### src/rtl/vga_timing_pkg.sv
// vga_timing_pkg: default 640x480@60 raster timing, coordinate width and sync bundle type.
package vga_timing_pkg;

    localparam int COORD_W = 10;

    localparam int H_ACTIVE_D = 640;
    localparam int H_FP_D     = 16;
    localparam int H_SYNC_D   = 96;
    localparam int H_BP_D     = 48;
    localparam int V_ACTIVE_D = 480;
    localparam int V_FP_D     = 10;
    localparam int V_SYNC_D   = 2;
    localparam int V_BP_D     = 33;

    function automatic int span_total(input int active, input int fp, input int sync, input int bp);
        return active + fp + sync + bp;
    endfunction

    localparam int H_TOTAL_D = span_total(H_ACTIVE_D, H_FP_D, H_SYNC_D, H_BP_D);
    localparam int V_TOTAL_D = span_total(V_ACTIVE_D, V_FP_D, V_SYNC_D, V_BP_D);

    typedef struct packed {
        logic hs;
        logic vs;
        logic act;
    } sync_t;

    localparam sync_t SYNC_RST = '{hs: 1'b1, vs: 1'b1, act: 1'b0};

endpackage

### src/rtl/vga_delay_line.sv
// vga_delay_line: enable-gated shift register; DEPTH=0 is a passthrough that still
// presents RST_VAL while reset is held.
module vga_delay_line #(
    parameter int               WIDTH   = 1,
    parameter int               DEPTH   = 1,
    parameter logic [WIDTH-1:0] RST_VAL = '0
) (
    input  logic             clk,
    input  logic             reset_n,
    input  logic             en,
    input  logic [WIDTH-1:0] din,
    output logic [WIDTH-1:0] dout
);

    if (DEPTH == 0) begin : g_pass
        assign dout = reset_n ? din : RST_VAL;
    end else begin : g_shift
        logic [WIDTH-1:0] stage [DEPTH];
        always_ff @(posedge clk or negedge reset_n) begin
            if (!reset_n) begin
                for (int i = 0; i < DEPTH; i++) stage[i] <= RST_VAL;
            end else if (en) begin
                stage[0] <= din;
                for (int i = 1; i < DEPTH; i++) stage[i] <= stage[i-1];
            end
        end
        assign dout = stage[DEPTH-1];
    end

endmodule

### src/rtl/vga_timing_gen.sv
// vga_timing_gen: pixel-enable divider, raster counters, sync/blank decode with a
// pixel-tick delay line, and frame/vblank strobes.
module vga_timing_gen
    import vga_timing_pkg::*;
#(
    parameter int H_ACTIVE   = H_ACTIVE_D,
    parameter int H_FP       = H_FP_D,
    parameter int H_SYNC     = H_SYNC_D,
    parameter int H_BP       = H_BP_D,
    parameter int V_ACTIVE   = V_ACTIVE_D,
    parameter int V_FP       = V_FP_D,
    parameter int V_SYNC     = V_SYNC_D,
    parameter int V_BP       = V_BP_D,
    parameter int PIX_DIV    = 2,
    parameter int SYNC_DELAY = 1
) (
    input  logic               clk,
    input  logic               reset_n,
    output logic               pix_en,
    output logic [COORD_W-1:0] hpos,
    output logic [COORD_W-1:0] vpos,
    output logic               hsync_n,
    output logic               vsync_n,
    output logic               video_on,
    output logic               vblank_start,
    output logic               frame_start,
    output logic [7:0]         frame_cnt
);

    localparam int H_TOTAL = span_total(H_ACTIVE, H_FP, H_SYNC, H_BP);
    localparam int V_TOTAL = span_total(V_ACTIVE, V_FP, V_SYNC, V_BP);
    localparam int DIV_W   = $clog2(PIX_DIV);

    if (H_TOTAL > 2**COORD_W || V_TOTAL > 2**COORD_W) begin : g_bad_total
        $error("vga_timing_gen: H_TOTAL/V_TOTAL exceed the 10-bit counter range");
    end
    if (PIX_DIV < 2 || PIX_DIV > 8 || SYNC_DELAY < 0 || SYNC_DELAY > 4) begin : g_bad_cfg
        $error("vga_timing_gen: PIX_DIV must be 2..8 and SYNC_DELAY 0..4");
    end

    logic [DIV_W-1:0] div;
    logic             line_end;
    logic             last_line;
    sync_t            raw;
    sync_t            dly;

    assign line_end     = hpos == COORD_W'(H_TOTAL - 1);
    assign last_line    = vpos == COORD_W'(V_TOTAL - 1);
    assign vblank_start = pix_en && line_end && vpos == COORD_W'(V_ACTIVE - 1);
    assign frame_start  = pix_en && line_end && last_line;

    // pix_en is registered one clk ahead so it is high exactly while div == PIX_DIV-1
    always_ff @(posedge clk or negedge reset_n) begin
        if (!reset_n) begin
            div       <= '0;
            pix_en    <= 1'b0;
            hpos      <= '0;
            vpos      <= '0;
            frame_cnt <= '0;
        end else begin
            div    <= (div == DIV_W'(PIX_DIV - 1)) ? '0 : div + DIV_W'(1);
            pix_en <= div == DIV_W'(PIX_DIV - 2);
            if (pix_en) begin
                hpos <= line_end ? '0 : hpos + COORD_W'(1);
                if (line_end) vpos <= last_line ? '0 : vpos + COORD_W'(1);
                if (frame_start) frame_cnt <= frame_cnt + 8'd1;
            end
        end
    end

    assign raw.hs  = !(int'(hpos) >= H_ACTIVE + H_FP && int'(hpos) < H_ACTIVE + H_FP + H_SYNC);
    assign raw.vs  = !(int'(vpos) >= V_ACTIVE + V_FP && int'(vpos) < V_ACTIVE + V_FP + V_SYNC);
    assign raw.act = int'(hpos) < H_ACTIVE && int'(vpos) < V_ACTIVE;

    vga_delay_line #(
        .WIDTH   (3),
        .DEPTH   (SYNC_DELAY),
        .RST_VAL (SYNC_RST)
    ) u_dly (
        .clk     (clk),
        .reset_n (reset_n),
        .en      (pix_en),
        .din     (raw),
        .dout    (dly)
    );

    assign hsync_n  = dly.hs;
    assign vsync_n  = dly.vs;
    assign video_on = dly.act;

endmodule

### config.mk
export PLATFORM = sky130hd
export DESIGN_NAME = vga_timing_gen
export DESIGN_NICKNAME = d
export VERILOG_FILES = /design/src/rtl/vga_timing_pkg.sv /design/src/rtl/vga_delay_line.sv /design/src/rtl/vga_timing_gen.sv
export SDC_FILE = /design/constraint.sdc
export NUM_CORES = 1
export LEC_CHECK = 0
export ABC_CLOCK_PERIOD_IN_PS = 4050
export BUFFER_PORTS_ARGS = -buffer_cell sky130_fd_sc_hd__clkbuf_2
export CAP_MARGIN = 0
export CORE_UTILIZATION = 57
export DETAILED_ROUTE_END_ITERATION = 10
export GPL_ROUTABILITY_DRIVEN = 0
export HOLD_SLACK_MARGIN = 0.05
export PLACE_DENSITY = 0.94
export SLEW_MARGIN = 20
export SYNTH_ARGS = -nofsm -noshare
export SYNTH_HDL_FRONTEND = slang
export SYNTH_SLANG_ARGS = --single-unit
### constraint.sdc
create_clock -name clk -period 4.05 [get_ports clk]
set_input_delay 0.405 -clock clk [delete_from_list [all_inputs] [get_ports clk]]
set_output_delay 0.405 -clock clk [all_outputs]
set_load 0.02 [all_outputs]
### Word-level counts from Yosys, hierarchy flattened

Cells that the tools add are included.

| operators by class | value |
|---|---|
| equality and inequality tests | 3 |
| add/sub/neg operators | 4 |
| multiplexer cells | 3 |
| reduce and logical (&&, ||, !) cells | 10 |
| order comparisons | 6 |
| bitwise gates (word level) | 1 |

Operators by type and width:

| cell | number |
|---|---|
| $add A10 B1 Y10 const B | 2 |
| $eq A10 B10 Y1 const B | 2 |
| $lt A10 B10 Y1 const B | 2 |
| $lt A10 B9 Y1 const B | 2 |
| $mux W10 | 2 |
| $eq A10 B9 Y1 const B | 1 |
| $ge A10 B10 Y1 const B | 1 |
| $ge A10 B9 Y1 const B | 1 |
| $add A8 B1 Y8 const B | 1 |
| $logic_and A1 B1 Y1 | 6 |
| $reduce_and A2 Y1 | 2 |
| $logic_not A1 Y1 | 2 |
| $add A1 B1 Y1 const B | 1 |
| $mux W1 | 1 |
| $not A1 Y1 | 1 |

| word-level totals | value |
|---|---|
| flip-flop bits (word level) | 33 |
| output and inout port bits | 34 |
| bits of input ports | 2 |
| word-level logic and storage cells | 33 |

### Logic depth before layout (Yosys ltp)

| logic depth | value |
|---|---|
| depth in word-level cells | 4 |
| gate-level depth with buffers | 7 |
| gate-level depth less buffers | 6 |

### By module

From an unflattened synthesis, not the netlist that was laid out.

| second synthesis, totals | value |
|---|---|
| cell total of the unflattened synthesis | 152 |
| area, all modules | 1646.6 sq um |

By module, submodules not included:

| module | cells each | sequential area each (sq um) | times used | area an instance (sq um) |
|---|---|---|---|---|
| vga_timing_gen | 146 | 725.7 | 1 | 1535.2 |
| vga_delay_line | 6 | 77.6 | 1 | 111.4 |

### Worst setup path after synthesis

OpenSTA, ideal clock, no wires.

| timing | value |
|---|---|
| path type | register -> output |
| start | reg hpos[6] |
| end | out vblank_start |
| data required time | 3.645 ns |
| path slack | 1.576 ns |
| path buffers | 0 |
| stages on the path, launching flop included | 5 |
| arrival time | 2.069 ns |
| path through | dfrtp_1 > or4b_4 > nor3_2 > nand3_1 > nor3_1 |

| on the way | value |
|---|---|
| cells in the longest elaborated chain, start to end | 3 |

Ends and longest elaborated chain:

| item | line | text |
|---|---|---|
| from (decl) | vga_timing_gen.sv:20 | `output logic [COORD_W-1:0] hpos,` |
| from (signal assigned) | vga_timing_gen.sv:64 | `hpos <= line_end ? '0 : hpos + COORD_W'(1);` |
| $eq A10 B10 Y1 | vga_timing_gen.sv:47 | `assign line_end = hpos == COORD_W'(H_TOTAL - 1);` |
| $logic_and A1 B1 Y1 (2 in series) | vga_timing_gen.sv:49 | `assign vblank_start = pix_en && line_end && vpos == COORD_W'(V_ACTIVE - 1);` |
| to (decl) | vga_timing_gen.sv:25 | `output logic vblank_start,` |

No other way between the ends.

### Worst setup path in the final report

| timing | value |
|---|---|
| start | reg vpos[0] |
| end | out frame_start |

| on the way | value |
|---|---|
| cells in the longest elaborated chain, start to end | 2 |

Ends and longest elaborated chain:

| item | line | text |
|---|---|---|
| from (decl) | vga_timing_gen.sv:21 | `output logic [COORD_W-1:0] vpos,` |
| from (signal assigned) | vga_timing_gen.sv:65 | `if (line_end) vpos <= last_line ? '0 : vpos + COORD_W'(1);` |
| $eq A10 B10 Y1 | vga_timing_gen.sv:48 | `assign last_line = vpos == COORD_W'(V_TOTAL - 1);` |
| $logic_and A1 B1 Y1 | vga_timing_gen.sv:50 | `assign frame_start = pix_en && line_end && last_line;` |
| to (decl) | vga_timing_gen.sv:26 | `output logic frame_start,` |

No other way between the ends.

==> impl_metrics.toml <==
[run_status]
outcome = "completed"

[drt]
drt_wl_total_um = 3526
drc_errors = 0
post_drt_wl_per_cell_um = 15.60
vias_per_cell = 5.898
dr.pass1.iters = 4
antenna_left = 0
dr_total_vias = 1333
dr.first_iter.drc_count = 51

[worst_setup_path]
path_class = "reg2out"
cp_max_fo = 11
rr_worst_depth = 6
crit_arrival_ns = 2.54
crit_path_end_kind = "output port"
critPathSlowestCell = "nand4_1"
worst-path-buf-inv = 2
regToRegStartpoint = "vpos[0]$_DFFE_PN0P_"
r2r_slack_ns = 1.61
critical_path.max_stage_delay_ns = 0.59
r2r_end = "frame_cnt[1]$_DFFE_PN0P_"
cp-start-kind = "flop"
cp.required_ns = 3.64
path_delay_family = "simple AND/OR/NAND/NOR gates"
cp_cell_sequence = "inv_1 -> ha_1 -> nor4bb_1 -> nand4_1 -> nor2_4 -> clkbuf_2"

[global_route]
grt_use_met3_pct = 8.605
grt.busiest_layer = "met2"
grt_pass1_wl_um = 6147
grt_max_degree = 33
use_met1_pct = 33.44
grt_pass1_vias = 1288
antenna_found_initial = 0
use_met2_pct = 40.45
globalRouteTotalUtil_pct = 26.13
grt-ovfl-total = 0

[timing]
fin_crit_ns = 2.942
maxSlewHeadroom_pct = 48.62
worst_pin_slew_ns = 0.7707
slew_viol_final = 0
timing.hold.ws_ns = 0.1252
setup_tns_ns = 0
clock_skew_ns = 0.01635
setup_viol = 0
rsz0062_at_grt = "false"
clock.fmax_ghz = 0.3399
post-route-period-util_pct = 72.65
hold_viol_final = 0

[layout]
antenna_cells = 0
multiInputGateArea_um2 = 783.3
nets = 202
nFillCells = 211
final-seq-area_um2 = 803.3
drive_gt1_share_pct = 27.18
area_growth_pct = 15.95

[die]
dieArea_um2 = 3110
die_w_um = 55.77
rows = 19
ioPinCount = 36
die_h_um = 55.77
initial_core_util_pct = 59.75
coreArea_um2 = 2758

[logic_synthesis]
synth-adder-area-share_pct = 4.556
synth_area_per_cell_um2 = 10.56
synth_compound_area_share_pct = 4.404
synthXorXnorAreaFrac_pct = 10.10
synth_ff_type = "dfrtp_1"
synth.yosys.seq_area_share_pct = 48.75
synthSimpleGateAreaFrac_pct = 26.50
synth_top_family_by_area = "simple AND/OR/NAND/NOR gates"
async_flop_share_pct = 100.0
synth-seq-cells = 32
yosys_warnings = 0
syn_nets = 164
netlist_area_um2 = 1648
synth_cell_types = 38
muxShareOfSynthArea_pct = 1.974
synth-edff-count = 0
synthCells = 156

[clock_tree]
cts_buffers = 5
cts_tree = "done"
cts-root-buf = "clkbuf_4"
cts_buffer_depth = 2
clock_latency_ns = 0.34
ctsHoldBuffers = 0
post_cts.resized_instances = 0
cts_setup_buffers = 0
clkSinkCount = 32
h-tree-depth = 2
clkTransAtPathRegs_ns = 0.11

[power_and_ir_drop]
p_leak_nw = 0.9358
power.density_nw_per_um2 = 294.6
vdd_drop_max_mv = 0.2865

[place]
hpwl_um = 2486
port_buffers = 35

[min_path]
hold_class = "in2async"

[run]
cap_violations = 0
-- metal layers --
layer,share of wire (%),wire (µm),vias to the layer above
li1,-,-,630
met1,44,1534,645
met2,50,1747,53
met3,5.6,198,5
met4,1.3,46,0
met5,0,0,-
-- sequential cells by signal, summed over array words and instances, names as in the netlist --
signal	count
hpos	10
vpos	10
u_dly.dout	3
frame_cnt	8
div	1
-- where the power goes --
| part | internal [W] | switching (W) | total (W) |
|---|---|---|---|
| clock network | 0.000129 | 0.000108 | 0.000237 |
| registers | 0.000319 | 0 | 0.000319 |
| logic | 0.000000323 | 0.00000579 | 0.00000611 |
-- cells in the mapped netlist (2+ instances only) --
cell type,number,area [µm²]
o21ai_0,7,35.03
and4_1,3,26.28
ha_1,6,75.07
inv_1,7,26.28
nor2_1,10,37.54
or3_1,2,12.51
nor3_1,8,40.04
nand4_1,10,62.56
and3_1,2,12.51
xor2_1,8,70.07
buf_2,2,10.01
nor4_4,2,42.54
dfstp_2,2,52.55
mux2_1,2,22.52
a21oi_1,3,15.01
dfrtp_1,30,750.7
xnor2_1,11,96.34
nand3_1,12,60.06
nand2_1,10,37.54
-- how the worst max path moves through the flow --
stage	from	endpoint	slack, ns	cells after the start
global placement	vpos[0]$_DFFE_PN0P_	frame_start	1.72	6
detailed placement	vpos[0]$_DFFE_PN0P_	frame_start	1.55	6
floorplan	hpos[6]$_DFFE_PN0P_	vblank_start	1.58	4
CTS	vpos[0]$_DFFE_PN0P_	frame_start	1.12	6
global route	vpos[0]$_DFFE_PN0P_	frame_start	0.84	6
finish	vpos[0]$_DFFE_PN0P_	frame_start	1.11	6
-- layout by cell type, fill, tap and decap left out, drive strengths merged --
cell type | netlist | layout
clkbuf | 1 | 41
dfrtp | 30 | 30
nand3 | 12 | 12
xnor2 | 11 | 11
nor2 | 11 | 11
nand4 | 10 | 10
nand2 | 10 | 10
nor3 | 9 | 9
xor2 | 8 | 8
inv | 7 | 7
o21ai | 7 | 7
ha | 6 | 6
and4 | 4 | 4
a21oi | 3 | 3
and3 | 3 | 3
nor4 | 3 | 3
or3 | 2 | 2
mux2 | 2 | 2
dfstp | 2 | 2
or4b | 1 | 1
nand4b | 1 | 1
nor4bb | 1 | 1
nand2b | 1 | 1
a31oi | 1 | 1
or2 | 1 | 1
nor4b | 1 | 1
a32o | 1 | 1
nor2b | 1 | 1
o22ai | 1 | 1
mux2i | 1 | 1
clkinv | 0 | 1
bufinv | 0 | 1
buf | 3 | 1
-- through the flow --
| stage | std cells | total power [W] | area [µm²] | util (%) | setup WS [ns] |
|---|---|---|---|---|---|
| 3_3_place_gp | 218 | 0.0003322 | 1834 | 66.52 | 1.719 |
| 6_report | 226 | 0.0005628 | 1911 | 69.28 | 1.108 |
| 2_1_floorplan | 156 | 0.0003257 | 1648 | - | 1.576 |
| 3_5_place_dp | 218 | 0.0003323 | 1834 | 66.52 | 1.545 |
| 5_1_grt | 226 | 0.0005811 | 1911 | 69.28 | 0.8382 |
| 4_1_cts | 226 | 0.0005681 | 1911 | 69.28 | 1.122 |
-- kinds of logic after synthesis --
family          after synthesis
fa+ha+maj                     6
buf+inv                      12
xor+xnor                     19
flops                        32
simple gates                 71
mux                           3
compound gates               13
-- cell type report --
type	count	area share, %
clock buffer	6	2.161
timing repair buffer	36	9.561
clock inverter	2	1.834
sequential	32	42.04
multi-input combinational	112	41.00
inverter	7	1.375
tap	31	2.030
Note: power is estimated with default switching activity, not from simulation.
